File: src/rtl/btn_conditioner.sv
// btn_conditioner
// Turns raw, bouncing, asynchronous push-button inputs into clean controls
// that are synchronous to clk. Each channel is synchronised, debounced and
// converted into a stable level plus single-cycle press and release pulses.
// Channels enabled in REPEAT_MASK also produce auto-repeat press pulses
// while the button stays held.
//
// Ports:
//   clk          single clock for all logic
//   rst          synchronous, active-high reset
//   btn_in       raw button levels, 1 = pressed (asynchronous)
//   btn_level    debounced level per channel
//   btn_press    1-cycle pulse on accepted press and on each auto-repeat
//   btn_release  1-cycle pulse on accepted release
module btn_conditioner #(
  parameter int               N_BTN           = 3,
  parameter int               DEBOUNCE_CYCLES = 500000,
  parameter int               REPEAT_DELAY    = 25000000,
  parameter int               REPEAT_PERIOD   = 5000000,
  parameter logic [N_BTN-1:0] REPEAT_MASK     = 3'b110
) (
  input  logic             clk,
  input  logic             rst,
  input  logic [N_BTN-1:0] btn_in,
  output logic [N_BTN-1:0] btn_level,
  output logic [N_BTN-1:0] btn_press,
  output logic [N_BTN-1:0] btn_release
);

  localparam int REP_MAX = (REPEAT_DELAY > REPEAT_PERIOD) ? REPEAT_DELAY : REPEAT_PERIOD;
  localparam int DEB_W   = (DEBOUNCE_CYCLES > 1) ? $clog2(DEBOUNCE_CYCLES + 1) : 1;
  localparam int REP_W   = (REP_MAX > 1) ? $clog2(REP_MAX + 1) : 1;

  // Counter values seen on the edge that completes a full count.
  localparam logic [DEB_W-1:0] DEB_LAST = DEB_W'(DEBOUNCE_CYCLES - 1);
  localparam logic [REP_W-1:0] DLY_LAST = REP_W'(REPEAT_DELAY - 1);
  localparam logic [REP_W-1:0] PER_LAST = REP_W'(REPEAT_PERIOD - 1);

  typedef enum logic [1:0] {
    IDLE,
    PRESS_WAIT,
    HELD,
    RELEASE_WAIT
  } state_t;

  for (genvar i = 0; i < N_BTN; i++) begin : g_ch
    logic [1:0]       sync;
    state_t           state;
    logic [DEB_W-1:0] deb_cnt;
    logic [REP_W-1:0] rep_cnt;
    logic             rep_phase;   // 0: waiting for first repeat, 1: periodic
    logic             level_q;
    logic             press_q;
    logic             release_q;
    logic             repeating;
    logic             rep_hit;

    assign repeating = REPEAT_MASK[i] && ((state == HELD) || (state == RELEASE_WAIT));
    assign rep_hit   = repeating && (rep_cnt == (rep_phase ? PER_LAST : DLY_LAST));

    // NOTE: every register here uses non-blocking assignments so all channels
    // update from the same pre-edge values; the reset is sampled on the clock
    // edge like any other input, so no asynchronous paths exist.
    always_ff @(posedge clk) begin
      if (rst) begin
        sync      <= 2'b00;
        state     <= IDLE;
        deb_cnt   <= '0;
        rep_cnt   <= '0;
        rep_phase <= 1'b0;
        level_q   <= 1'b0;
        press_q   <= 1'b0;
        release_q <= 1'b0;
      end else begin
        sync      <= {sync[0], btn_in[i]};
        press_q   <= 1'b0;
        release_q <= 1'b0;

        // Repeat counter runs through RELEASE_WAIT so a short glitch during
        // a hold does not restart the repeat cadence.
        if (repeating) begin
          if (rep_hit) begin
            rep_cnt   <= '0;
            rep_phase <= 1'b1;
          end else begin
            rep_cnt <= rep_cnt + 1'b1;
          end
        end

        case (state)
          IDLE: begin
            if (sync[1]) begin
              if (DEBOUNCE_CYCLES == 1) begin
                state     <= HELD;
                level_q   <= 1'b1;
                press_q   <= 1'b1;
                rep_cnt   <= '0;
                rep_phase <= 1'b0;
              end else begin
                state   <= PRESS_WAIT;
                deb_cnt <= DEB_W'(1);
              end
            end
          end

          PRESS_WAIT: begin
            if (!sync[1]) begin
              state   <= IDLE;
              deb_cnt <= '0;
            end else if (deb_cnt == DEB_LAST) begin
              state     <= HELD;
              deb_cnt   <= '0;
              level_q   <= 1'b1;
              press_q   <= 1'b1;
              rep_cnt   <= '0;
              rep_phase <= 1'b0;
            end else begin
              deb_cnt <= deb_cnt + 1'b1;
            end
          end

          HELD: begin
            if (!sync[1] && (DEBOUNCE_CYCLES == 1)) begin
              // Release accepted immediately: the FSM enters IDLE, so no
              // repeat pulse may share this edge with btn_release.
              state     <= IDLE;
              level_q   <= 1'b0;
              release_q <= 1'b1;
              rep_cnt   <= '0;
              rep_phase <= 1'b0;
            end else begin
              if (!sync[1]) begin
                state   <= RELEASE_WAIT;
                deb_cnt <= DEB_W'(1);
              end
              press_q <= rep_hit;
            end
          end

          RELEASE_WAIT: begin
            if (sync[1]) begin
              state   <= HELD;
              deb_cnt <= '0;
              press_q <= rep_hit;
            end else if (deb_cnt == DEB_LAST) begin
              state     <= IDLE;
              deb_cnt   <= '0;
              level_q   <= 1'b0;
              release_q <= 1'b1;
              rep_cnt   <= '0;
              rep_phase <= 1'b0;
            end else begin
              deb_cnt <= deb_cnt + 1'b1;
              press_q <= rep_hit;
            end
          end

          default: begin
            state   <= IDLE;
            deb_cnt <= '0;
          end
        endcase
      end
    end

    assign btn_level[i]   = level_q;
    assign btn_press[i]   = press_q;
    assign btn_release[i] = release_q;
  end

endmodule
File: config.mk
export PLATFORM = sky130hd
export DESIGN_NAME = btn_conditioner
export DESIGN_NICKNAME = d
export VERILOG_FILES = /design/src/rtl/btn_conditioner.sv
export SDC_FILE = /design/constraint.sdc
export NUM_CORES = 1
export LEC_CHECK = 0
export CAP_MARGIN = 10
export CORE_ASPECT_RATIO = 1.4
export CORE_MARGIN = 2
export CORE_UTILIZATION = 45
export CTS_BUF_LIST = sky130_fd_sc_hd__clkbuf_4
export DETAILED_ROUTE_END_ITERATION = 12
export PLACE_DENSITY = 0.57
export SLEW_MARGIN = 20
export SYNTH_ARGS = -nofsm -noshare
export SYNTH_HDL_FRONTEND = slang
export SYNTH_SLANG_ARGS = --single-unit
export TNS_END_PERCENT = 5
File: constraint.sdc
create_clock -name clk -period 2.7 [get_ports clk]
set_input_delay 0.54 -clock clk [delete_from_list [all_inputs] [get_ports clk]]
set_output_delay 0.54 -clock clk [all_outputs]
set_load 0.01 [all_outputs]
Yosys cells after proc, flatten, opt, wreduce, memory -nomap -nowiden --
Cells that the tools add are included.
Cells by class: $add $sub $neg 5, equal/unequal tests 38, multiplexer cells 91, bitwise logic cells 5, reduce and logical (&&, ||, !) cells 23
Operators with widths (number):
- two-way mux 25 bit | 12
- two-way mux 19 bit | 15
- case mux 19 bit (4 select lines) | 3
- case mux 25 bit (2 select lines) | 2
- adder 19 x 1 -> 19 bit (second input constant) | 3
- == test 19 bit (second input constant) | 3
- adder 25 x 1 -> 25 bit (second input constant) | 2
- == test 25 bit | 2
- two-way mux 2 bit | 18
- inequality test 2 bit (second input constant) | 16
- two-way mux 1 bit | 31
- case mux 2 bit (4 select lines) | 3
- AND reduction 5 bit | 3
- == test 2 bit (second input constant) | 6
- inequality test 3 bit (second input constant) | 4
- AND reduction 4 bit | 3
- OR reduction 3 bit | 4
- case mux 1 bit (2 select lines) | 5
- == test 2 x 1 -> 1 bit (second input constant) | 3
- zero test 2 bit | 3
- inequality test 3 x 2 -> 1 bit (second input constant) | 2
- case mux 1 bit (3 select lines) | 2
- AND reduction 2 bit | 3
- nonzero test 2 bit | 3
- other kinds (4) | 11
Word-level totals: flip-flop bits (word level) 130, output and inout port bits 9, word-level logic and storage cells 184

Depth between registers and ports, before layout --
Gate-level depths: netlist of the first run.
depth in word-level cells 8, gate-level depth with buffers 8, gate-level depth less buffers 6

Worst setup path before layout of the first run --
Ideal clock, no wire load.
path type register -> register, from register g_ch[2].deb_cnt[9], to register g_ch[2].rep_cnt[22], setup time 0.115 ns, arrival time 1.879 ns, path slack 0.706 ns, cell stages (with the launch flop) 8, path through dfxtp_1 > or4b_4 > nor4_4 > and4_4 > or3_1 > buf_6 > buf_6 > nor2_1
Between the ends: longest elaborated chain between the ends 4, elaborated cells on any way between the ends 5, those cells by class 1 x eq/ne; 4 x mux
RTL lines:
- from (decl) | RTL line 49 | logic [DEB_W-1:0] deb_cnt;
- from (signal assigned) | RTL line 118 | deb_cnt <= deb_cnt + 1'b1;
- from (signal assigned) | RTL line 153 | deb_cnt <= deb_cnt + 1'b1;
- == test 19 bit * | RTL line 110, 145
- two-way mux 25 bit * | RTL line 110, 145
- two-way mux 25 bit (on tied branches) | RTL line 141, 107
- case mux 25 bit (2 select lines) * | RTL line 90 | case (state)
- to (signal assigned) | RTL line 86 | rep_cnt <= rep_cnt + 1'b1;
- to (decl) | RTL line 50 | logic [REP_W-1:0] rep_cnt;
Mark *: on every way between the ends. The rest lies on a longest branch, timed or not. A chain may end at the register's enable or synchronous reset.

Worst setup path in the final report of the first run --
from register g_ch[0].sync[1], to register g_ch[0].deb_cnt[13]
Between the ends: longest elaborated chain between the ends 2, elaborated cells on any way between the ends 6, those cells by class 2 x eq/ne; 3 x mux; 1 x reduce/logical
RTL lines:
- from (decl) | RTL line 47 | logic [1:0] sync;
- from (signal assigned) | RTL line 75 | sync <= {sync[0], btn_in[i]};
- two-way mux 19 bit, or another cell as far along | RTL line 141 | if (sync[1]) begin
- case mux 19 bit (4 select lines) or AND reduction 2 bit (tied branches)
- to (signal assigned) | RTL line 118
- to (signal assigned) | RTL line 153
- to (decl) | RTL line 49
Parallel ways exist; a longest one is shown, timed or not.

==> flow_summary.yaml, run 1 <==
timing:
  setup_viol: 0
  worstMarginPinSlew_ps: 988
  maxSlewHeadroom_pct: 34.2
  setup_tns_ps: 0
  final_max_slew_viol_count: 0
  period_share_pct: 85.8
  hold_viol: 0
  clock_skew_ps: 14.2
  finalCriticalPeriod_ps: 2320
  max_freq_mhz: 432
  rsz0062_at_grt: "false"
yosys:
  synth.most_common_cell: "dfxtp_1"
  synth_commonest_cells: "130 x dfxtp_1, 96 x nor2_1, 64 x nand2_1, 41 x nand3_1, 41 x xor2_1"
  ys_top_cells_by_area: "dfxtp_1 41%, nor2_1 5.7%, xor2_1 5.7%"
  synth_edf_count: 0
  synth_top_area_share_pct: 41.3
  synth_top_area_cell: "dfxtp_1"
  synth_seq_cells: 130
  synthFlopType: "dfxtp_1"
  yosys_warnings: 0
  syn-num-nets: 758
  syn_avg_cell_area_um2: 8.43
  synth_area_mm2: 0.00631
  async_reset_ff_share_pct: 0
  synth_cell_types: 64
  yosysSeqAreaShare_pct: 41.3
  netlist_instances: 748
global_routing:
  grt.overflow.total: 0
  first_global_vias: 5053
  grt_use_total_pct: 18.5
  antenna_found_initial: 1
  grt_first_pass_wirelength_um: 22800
  grt_max_degree: 34
pwr:
  ir_worst_vdd_mv: 0.394
  leakage_nw: 2.38
  p_comb_share_pct: 3.3
  p_seq_share_pct: 59.4
  p_per_area_mw_per_mm2: 482
  power.total_mw: 3.28
  clkPwrFrac_pct: 37.4
  switchingPower_mw: 0.788
  internal_power_mw: 2.50
  switching_share_pct: 24.0
placement:
  portBuffers: 13
  hpwl_um: 9190
  gp_congestion: 0.843
drt:
  vias: 5262
  detail_route.wirelength_um: 13100
  drtPass1Iterations: 5
  detail_route.wl_per_cell_um: 13.8
  drt_iter0_markers: 212
  via_per_inst: 5.53
  drcViolationCount: 0
  drtAntennaViolNets: 0
worst_setup_path:
  cp_top_family: "compound AO/OA/AOI/OAI gates"
  setup.worst_path.start_class: "flop"
  cp.required_ps: 3170
  crit_path_end_kind: "flop"
  cp_cell_sequence: "xor2_1, nand3b_1, a21oi_2, o21ai_0, a31oi_1"
  max_stage_delay_ps: 750
  cp_slowest_cell: "a21oi_2"
  critPathMaxFanout: 25
  path_class: "reg -> reg"
  critical_path_buf_inv_count: 0
  arrival_ps: 2780
clock_network:
  cts_buffers: 17
  clkLatencyLatePin_ps: 540
  htree_levels: 4
  cts-resized-gates: 0
  path_clk_slew_ps: 110
  ctsHoldBuffers: 0
  ctsRootBufferMaster: "clkbuf_4"
  clock_sinks: 130
  cts_buffer_depth: 2
  cts_tree: "yes"
  postCtsSetupBuffers: 0
floorplanning:
  ios: 14
  core_area_mm2: 0.0138
  rows: 51
  die_area_mm2: 0.0150
  die_width_um: 104
  initial_utilization_pct: 45.8
  die_h_um: 144
layout:
  drive_above_1_share_pct: 6.80
  nets: 764
  syn_to_final_growth_pct: 7.89
  fillerInstances: 1402
  multi_input_area_mm2: 0.00344
  area.sequential_mm2: 0.00260
outcome:
  status: "completed"
run:
  cap_violations: 0
hold_path:
  hold_path.class: "in -> reg"
[stage by stage]
stage	area, µm²	setup WS, ps	hold WS [ps]	util [%]	std cells
2_1_floorplan	6310	706	414	-	748
3_3_place_gp	6550	346	419	47.5	920
3_5_place_dp	6550	321	425	47.5	920
4_1_cts	6800	366	300	49.3	950
5_1_grt	6810	108	341	49.4	951
6_report	6810	385	356	49.4	951
[per-layer routing]
| layer | vias to the layer above | share of wire, % | global-route usage [%] |
|---|---|---|---|
| li1 | 2704 | - | - |
| met1 | 2475 | 45 | 21.5 |
| met2 | 62 | 50 | 32.9 |
| met3 | 21 | 2.7 | 3.92 |
| met4 | 0 | 2.0 | 8.61 |
| met5 | - | 0 | 0 |
[state kept, by name, indices dropped and copies added (netlist names), named ones only]
| signal | cells |
|---|---|
| g_ch.state | 3 |
| g_ch.deb_cnt | 57 |
| g_ch.rep_phase | 2 |
| g_ch.sync | 6 |
| g_ch.level_q | 3 |
| g_ch.press_q | 3 |
| g_ch.release_q | 3 |
| g_ch.rep_cnt | 50 |
[final timing paths]
path                                                         end  cells after the start  slack [ps]                  startpoint
worst min-delay path                                        flop                      2         360                         rst
worst min register to register        g_ch[1].sync[1]$_SDFF_PP0_                      1         450  g_ch[1].sync[0]$_SDFF_PP0_
worst max-delay path            g_ch[0].deb_cnt[13]$_SDFFE_PP0P_                      5         380  g_ch[0].sync[1]$_SDFF_PP0_
worst max register to register  g_ch[0].deb_cnt[13]$_SDFFE_PP0P_                      5         380  g_ch[0].sync[1]$_SDFF_PP0_
[placed cells by master (no fill, tap or decap), types with 4 or more instances in the layout]
cell type,n
nand4b_1,4
nor2b_1,8
clkinv_1,4
dfxtp_1,130
nand4_1,30
and4_1,12
clkdlybuf4s50_1,12
clkbuf_4,17
a21o_1,5
and2_1,5
xor2_1,41
or4b_1,4
a22o_1,9
nand3b_1,5
nor2_1,96
inv_1,16
mux2i_1,4
ha_1,5
a31oi_1,25
nand2_1,64
nor3b_1,4
nand3_1,41
nor4_1,15
xnor2_1,23
o21ai_0,19
nor3_1,16
buf_4,13
and3_1,24
nand2b_1,15
a21oi_1,34
nor4b_1,4
or3_1,5
[power groups by stage]
stage / registers (mW) / clock network, mW / logic (mW)
2_1_floorplan: 1.99 / 0 / 0.0831
3_3_place_gp: 1.99 / 0 / 0.107
3_5_place_dp: 1.99 / 0 / 0.108
4_1_cts: 1.95 / 1.28 / 0.109
5_1_grt: 1.95 / 1.36 / 0.120
6_report: 1.95 / 1.23 / 0.107
[cell families after synthesis]
kind of cell	count (synthesis)	share of synthesized area [%]
AOI/OAI and AO/OA	127	13.4
xor gates and xnor gates	64	8.89
adders and majority gates	5	0.992
buffers and inverters	55	4.30
DFF	130	41.3
muxes	4	0.635
and+or+nand+nor	363	30.6
[area by class of cell]
class                   count  share of cell area [%]
well taps                 185                    3.40
clock buffers              17                    1.87
multi-input cells         563                    50.5
repair buffers             26                    3.27
diodes                      1                  0.0368
flip-flops and latches    130                    38.2
inverters                  16                   0.882
clock inverters            13                    1.78
(Power assumes the default switching activity.)
==> run 2, diff against run 1 <==
PLACE_DENSITY = 0.59   (was 0.57)
clock period = 1.9 ns   (was 2.7 ns; I/O delays follow)
==> run 2 against run 1 <==
- the flow now finishes with violations (negative setup slack)
- combinational power rose by 93%
- die area unchanged
- total power up 45%
- final cell count increased by 11%
- hold slack got worse by 53 ps
==> flow_summary.yaml, run 2 (synthesis results as in run 1) <==
hold_path:
  hold_path.class: "in -> reg"
  min_from: "rst"
placement:
  dp_cells: 1014
  portBuffers: 13
  hpwl_um: 10500
  gp_congestion: 0.822
floorplanning:
  rows: 51
  die_area_mm2: 0.0150
  core_area_mm2: 0.0138
  die_width_um: 104
  die_h_um: 144
  initial_utilization_pct: 45.8
  ios: 14
worst_setup_path:
  path_class: "reg -> reg"
  setup.worst_path.start_class: "flop"
  arrival_ps: 2390
  crit-reg2reg-launch: "g_ch[2].deb_cnt[7]$_SDFFE_PP0P_"
  crit_path_end_kind: "flop"
  cp.required_ps: 2330
  crit_start: "g_ch[2].deb_cnt[7]$_SDFFE_PP0P_"
  critPathMaxFanout: 12
drt:
  drtPass1Iterations: 4
  drtAntennaViolNets: 0
  detail_route.wirelength_um: 14800
  drt_iter0_markers: 195
  vias: 5722
  drcViolationCount: 0
  detail_route.wl_per_cell_um: 14.0
  via_per_inst: 5.44
layout:
  final_common_cell: "dfxtp_1"
  nets: 863
  reg_top3: "g_ch.deb_cnt x57, g_ch.rep_cnt x50, g_ch.sync x6"
  drive_above_1_share_pct: 21.8
  mostFrequentLayoutCells: "123 x dfxtp_1, 100 x buf_4, 96 x nor2_1"
  syn_to_final_growth_pct: 24.2
  regMostFlops: "g_ch.deb_cnt"
  stdcell_count: 1051
  largest_reg_flops: 57
outcome:
  status: "finished with violations"
  violations: "negative setup slack"
timing:
  clock_skew_ps: 16.7
  hold_viol: 0
  whs_ps: 302
  final_max_slew_viol_count: 0
  setup_ws_ps: -58.2
  rsz0062_at_grt: "true"
  period_share_pct: 103
  worstMarginPinSlew_ps: 583
  finalCriticalPeriod_ps: 1960
  setup_viol: 35
  maxSlewHeadroom_pct: 61.1
  max_freq_mhz: 511
clock_network:
  clkLatencyLatePin_ps: 540
  htree_levels: 4
  cts_buffers: 17
  cts_tree: "yes"
  ctsHoldBuffers: 0
  ctsRootBufferMaster: "clkbuf_4"
  cts_buffer_depth: 2
  path_clk_slew_ps: 110
  clock_sinks: 130
pwr:
  ir_worst_vdd_mv: 0.370
  p_per_area_mw_per_mm2: 606
  leakage_nw: 3.03
  power.total_mw: 4.75
global_routing:
  first_global_vias: 5747
  grt_first_pass_wirelength_um: 25600
  grt_max_degree: 24
  grt.overflow.total: 0
  antenna_found_initial: 1
  grt_use_total_pct: 20.7
run:
  cap_violations: 0
run 2: cell type report:
| cell class | instances | area, µm² |
|---|---|---|
| sequential | 130 | 2610 |
| clock buffer | 22 | 165 |
| fill | 1291 | 5950 |
| timing repair buffer | 125 | 1050 |
| clock inverter | 9 | 90.1 |
| tap | 185 | 231 |
| inverter | 16 | 60.1 |
| antenna | 1 | 2.50 |
| multi-input combinational | 563 | 3620 |
run 2: critical path, cell delays in order, from the launching register on:
cell and delay (ps):
dfxtp_1 340, or4b_4 530, nor4_4 280, buf_4 150
and4_4 190, or3_4 160, buf_12 140, nor2_1 50
run 2: what timing repair did:
| action | in CTS | in global routing |
|---|---|---|
| gates cloned | 2 | 0 |
| setup endpoints to repair | 78 | 100 |
| hold endpoints to repair | 0 | 0 |
| resized for setup | 21 | 40 |
| pin swaps | 17 | 6 |
| buffers inserted | 2 | 1 |
run 2: where the power goes:
part | switching [mW] | internal (mW)
combinational | 0.114 | 0.0927
sequential | 0.0169 | 2.75
clock | 0.957 | 0.823
total | 1.09 | 3.66
run 2: stage by stage:
stage	utilization [%]	setup TNS, ps	cell area (µm²)	worst slack (ps)
floorplan	-	-1940	6310	-62.5
detailed placement	52.8	-2880	7270	-109
finish	56.8	-1120	7830	-58.2
global route	56.8	-4960	7830	-131
global placement	52.8	-648	7270	-38.3
CTS	55.5	-2360	7650	-82.9
run 2: final timing paths:
check	end	slack, ps	cells after the start
setup / recovery	g_ch[2].rep_cnt[10]$_SDFF_PP0_	-60	7
hold reg to reg	g_ch[0].sync[1]$_SDFF_PP0_	450	1
hold / removal	g_ch[0].level_q$_SDFFE_PP0P_	300	3
setup reg to reg	g_ch[2].rep_cnt[10]$_SDFF_PP0_	-60	7
run 2: routing by layer:
layer	up-vias	track usage, %	part of all wire (%)
met3	30	4.82	2.5
met2	69	37.8	51
li1	2909	-	-
met4	0	9.10	2.0
met1	2714	23.0	44
met5	-	0	0
